--- src/rtl/tt_pkg.sv ---
// rtl/tt_pkg.sv - shared types and helpers for the truth-table sweep capture block
package tt_pkg;

    typedef enum logic [1:0] {
        IDLE  = 2'd0,
        APPLY = 2'd1,
        DONE  = 2'd2
    } state_t;

    localparam int CNT_W = 8;

    function automatic int tt_width(input int n);
        return 1 << n;
    endfunction

endpackage

--- src/rtl/tt_settle_timer.sv ---
// rtl/tt_settle_timer.sv - per-vector hold counter with terminal flag at cnt == SETTLE
module tt_settle_timer
    import tt_pkg::*;
#(
    parameter int SETTLE = 2
) (
    input  logic clk,
    input  logic rst_n,
    input  logic clr,
    input  logic en,
    output logic term
);

    localparam logic [CNT_W-1:0] LIMIT = CNT_W'(SETTLE);

    logic [CNT_W-1:0] cnt;

    assign term = (cnt == LIMIT);

    // Wraps to zero on the terminal cycle so the next vector gets a full window.
    always_ff @(posedge clk or negedge rst_n) begin
        if (!rst_n) begin
            cnt <= '0;
        end else if (clr) begin
            cnt <= '0;
        end else if (en) begin
            cnt <= term ? '0 : cnt + 1'b1;
        end
    end

endmodule

--- src/rtl/tt_sweep_capture.sv ---
// rtl/tt_sweep_capture.sv - sweeps all input codes into a combinational DUT and captures its truth table
module tt_sweep_capture
    import tt_pkg::*;
#(
    parameter int N_IN   = 4,
    parameter int SETTLE = 2
) (
    input  logic                   clk,
    input  logic                   rst_n,
    input  logic                   start,
    input  logic [(1<<N_IN)-1:0]   expected,
    output logic [N_IN-1:0]        stim,
    input  logic                   resp,
    output logic                   busy,
    output logic                   done,
    output logic [(1<<N_IN)-1:0]   table_q,
    output logic                   match
);

    localparam int TW = tt_width(N_IN);
    localparam logic [N_IN-1:0] LAST_VEC = '1;

    state_t          state;
    logic [N_IN-1:0] vec;
    logic [TW-1:0]   exp_q;
    logic [TW-1:0]   table_next;
    logic            term;

    tt_settle_timer #(
        .SETTLE (SETTLE)
    ) u_timer (
        .clk   (clk),
        .rst_n (rst_n),
        .clr   (state != APPLY),
        .en    (state == APPLY),
        .term  (term)
    );

    // Table with the current sample merged in, so match sees the final bit.
    always_comb begin
        table_next      = table_q;
        table_next[vec] = resp;
    end

    assign stim = vec;

    always_ff @(posedge clk or negedge rst_n) begin
        if (!rst_n) begin
            state   <= IDLE;
            vec     <= '0;
            exp_q   <= '0;
            table_q <= '0;
            match   <= 1'b0;
            busy    <= 1'b0;
            done    <= 1'b0;
        end else begin
            done <= 1'b0;
            case (state)
                IDLE: begin
                    if (start) begin
                        state   <= APPLY;
                        vec     <= '0;
                        table_q <= '0;
                        match   <= 1'b0;
                        exp_q   <= expected;
                        busy    <= 1'b1;
                    end
                end
                APPLY: begin
                    if (term) begin
                        table_q <= table_next;
                        if (vec == LAST_VEC) begin
                            state <= DONE;
                            vec   <= '0;
                            busy  <= 1'b0;
                            done  <= 1'b1;
                            match <= (table_next == exp_q);
                        end else begin
                            vec <= vec + 1'b1;
                        end
                    end
                end
                DONE: begin
                    state <= IDLE;
                end
                default: begin
                    state <= IDLE;
                end
            endcase
        end
    end

endmodule
--- config.mk ---
export PLATFORM = sky130hd
export DESIGN_NAME = tt_sweep_capture
export DESIGN_NICKNAME = d
export VERILOG_FILES = /design/src/rtl/tt_pkg.sv /design/src/rtl/tt_settle_timer.sv /design/src/rtl/tt_sweep_capture.sv
export SDC_FILE = /design/constraint.sdc
export NUM_CORES = 1
export LEC_CHECK = 0
export ABC_AREA = 1
export BUFFER_PORTS_ARGS = -buffer_cell sky130_fd_sc_hd__buf_4
export CAP_MARGIN = 0
export CELL_PAD_IN_SITES_DETAIL_PLACEMENT = 0
export CELL_PAD_IN_SITES_GLOBAL_PLACEMENT = 1
export CORE_ASPECT_RATIO = 1.5
export CORE_MARGIN = 5
export CORE_UTILIZATION = 37
export DETAILED_ROUTE_END_ITERATION = 10
export PLACE_DENSITY_LB_ADDON = 0.05
export SETUP_SLACK_MARGIN = 0.5
export SKIP_CTS_REPAIR_TIMING = 1
export SYNTH_ARGS = -nofsm -noshare
export SYNTH_HDL_FRONTEND = slang
export SYNTH_HIERARCHICAL = 1
export SYNTH_SLANG_ARGS = --single-unit
export TNS_END_PERCENT = 1
--- constraint.sdc ---
create_clock -name clk -period 1.5 [get_ports clk]
set_input_delay 0.45 -clock clk [delete_from_list [all_inputs] [get_ports clk]]
set_output_delay 0.45 -clock clk [all_outputs]
set_load 0.02 [all_outputs]
==> out/metrics.yaml <==
status:
  status: "finished with violations"
  violations: "negative setup slack"
worst_hold_path:
  hp-class: "primary input to asynchronous set/reset pin"
power:
  comb_power_share: 0.520
  pwr-share-seq: 0.302
  p_leak_nw: 2.02
  peakVddDrop_v: 0.000750
  power.share.clock: 0.178
  cellPowerDensity_mw_per_mm2: 1540
  switchingPower_w: 0.00246
  switching_share: 0.394
  p_int_w: 0.00378
logic_synthesis:
  synth_cells: 387
  avgSynthCellArea_um2: 7.45
  yosysMostFrequentCell: "nand2_1"
  ys_seq_elements: 49
  synth_area_leaders: "dfrtp_1, nand2_1, nand3_1"
  synth_cell_type_count: 29
  synth_common_cells: "nand2_1, inv_1, dfrtp_1, nand3_1, nor2_1"
  ys_seq_area_frac: 0.426
  syn_nets: 415
  yosysWarnings: 6
  synth.cell_area_mm2: 0.00288
  synth_top_area_share: 0.426
  yosysTopAreaCell: "dfrtp_1"
  ys_async_sr_fraction: 1.00
  synth_ff_type: "dfrtp_1"
  synth-edff-count: 0
layout:
  stdcell_area_mm2: 0.00405
  multi_input_area_mm2: 0.00150
  fill_cells: 757
  drive_above_1_share: 0.321
  seqCellArea_mm2: 0.00123
  antennaDiodeCount: 0
  fin_nets: 500
  area_delta_synth_final_pct: 40.6
worst_setup_path:
  path_cells: "inv_4, ha_4, nand4_1, nand2_1, nand2_1, nand2_1, nand3_2, nor2_2, nand3_1, nand2_1"
  cpLargestDelayFamily: "simple AND/OR/NAND/NOR gates"
  cpMaxStageDelayCell: "dfrtp_2"
  critPathMaxStageDelay_ns: 0.46
  cp-start-kind: "flip-flop"
  crit_arrival_ns: 1.86
  worstPathRequired_ns: 1.73
  end_kind: "flip-flop"
  cp_max_fo: 4
  crit_buf_inv: 1
  worstSetupPathType: "flip-flop to flip-flop"
  crit_top_cell: "nand2_1"
routing:
  drtIter0Drc: 124
  dr.pass1.iters: 4
  wl_mm: 7.87
  ant_nets: 0
  drc: 0
  via_per_inst: 4.86
  vias: 2793
  drt-wirelength-per-cell_um: 13.7
sta:
  tightest_slew_ns: 0.298
  period_minus_slack_ns: 1.62
  setup_viol: 4
  fmax_ghz: 0.616
  hold_viol: 0
  rsz0062_at_grt: "true"
  finClkSkew_ns: 0.00359
  postLayoutSetupSlackWorst_ns: -0.123
  drv_slew: 0
  relSlewSlack: 0.800
  setup-tns-final_ns: -0.186
  post-route-period-util: 1.08
place:
  dp_hpwl_mm: 5.93
  routabilityCongestion: 0.813
  port_buffers: 42
  post_dp_cell_area_mm2: 0.00369
  dpl_worst_slack_ns: -0.222
floorplanning:
  die_x_um: 82.1
  ios: 43
  rows: 39
  die_area_mm2: 0.00969
  start_util: 0.379
  fp.dieH_um: 118
  core_mm2: 0.00761
clock_tree:
  root_buffer: "clkbuf_16"
  cts_tree: "done"
  clk_latency_ns: 0.29
  clkSinkCount: 49
  path_clk_slew_ns: 0.07
  cts_htree_levels: 2
  cts.path.max_buffers: 2
  cts_buffers: 5
grt:
  grt_usage: 0.173
  grt_pass1_wl_mm: 12.9
  antenna_found_initial: 0
  grt_max_degree: 32
  first_global_vias: 2681
  gr-total-overflow: 0
job:
  maxCapViolCount: 0
worst paths after layout:
| kind | startpoint | endpoint | cells past startpoint | slack (ns) |
|---|---|---|---|---|
| worst max-delay path | stim[0]$_DFFE_PN0P_ | match$_DFFE_PN0P_ | 10 | -0.12 |
| worst min-delay path | rst_n | exp_q[12]$_DFFE_PN0P_ | 2 | 0.1 |
| worst max register to register | stim[0]$_DFFE_PN0P_ | match$_DFFE_PN0P_ | 10 | -0.12 |
| worst min register to register | busy$_DFFE_PN0P_ | busy$_DFFE_PN0P_ | 2 | 0.49 |
| max in group asynchronous | rst_n | table_q[2]$_DFFE_PN0P_ | 2 | 1.16 |
| min in group clk | expected[1] | exp_q[1]$_DFFE_PN0P_ | 2 | 0.39 |
power by group through the flow:
| stage | combinational [W] | sequential, W | clock, W |
|---|---|---|---|
| floorplan | 0.00152 | 0.00208 | 0 |
| global placement | 0.00289 | 0.00187 | 0 |
| global route | 0.00361 | 0.00192 | 0.00120 |
| detailed placement | 0.00290 | 0.00187 | 0 |
| CTS | 0.00291 | 0.00185 | 0.00116 |
| finish | 0.00325 | 0.00189 | 0.00111 |
cells by family (layout without fill, tap and decap cells):
logic type,after synthesis,count (layout),synth area share
buffers and inverters,72,158,0.112
muxes,1,1,0.00391
and+or+nand+nor,209,209,0.329
adders and majority gates,8,8,0.0347
DFF,49,49,0.426
AOI/OAI and AO/OA,47,47,0.0912
xor gates and xnor gates,1,1,0.00304
through the flow:
step / std cells / total power, W / hold WS (ns) / util
after floorplan: 387 / 0.00360 / 0.154 / -
after global placement: 565 / 0.00475 / 0.420 / 0.485
after detailed placement: 565 / 0.00477 / 0.419 / 0.485
after CTS: 573 / 0.00592 / 0.105 / 0.503
after global routing: 575 / 0.00673 / 0.115 / 0.532
final: 575 / 0.00625 / 0.0961 / 0.532
layer usage:
| metal | routed length (µm) | global-route usage | vias to the layer above | share of wire |
|---|---|---|---|---|
| met5 | 0 | 0 | - | 0 |
| met4 | 160 | 0.0593 | 0 | 0.020 |
| met3 | 271 | 0.0314 | 12 | 0.034 |
| met2 | 3970 | 0.288 | 42 | 0.50 |
| met1 | 3470 | 0.219 | 1304 | 0.44 |
| li1 | - | - | 1435 | - |
registers in the layout (all words and copies together), names as in the netlist:
name / count
exp_q: 16
table_q: 16
u_timer/cnt: 8
stim: 4
state: 2
busy: 1
done: 1
match: 1
layout by cell type, fill, tap and decap left out, types with 3 or more instances in the layout:
cell type  instances
ha_2               3
nand2_1          100
buf_12             4
dfrtp_2            3
buf_4             67
nor2_2             9
nand2_2            6
buf_6             22
dfrtp_1           46
o21ai_1            5
nand3_1           39
ha_4               5
o21ai_0            3
inv_2              5
nand4_1           17
clkbuf_16          5
a21oi_1           18
nor2_4             4
nor2_1            21
o211ai_1           3
inv_1             49
nand3_2            6
o22ai_1           16
inv_4              3
layout make-up:
class / count / area share
tap: 102 / 0.0315
multi-input combinational: 266 / 0.371
clock inverter: 2 / 0.00247
clock buffer: 6 / 0.0318
timing repair buffer: 93 / 0.205
sequential: 49 / 0.304
inverter: 57 / 0.0547
Power figures use the tool's default switching activity.
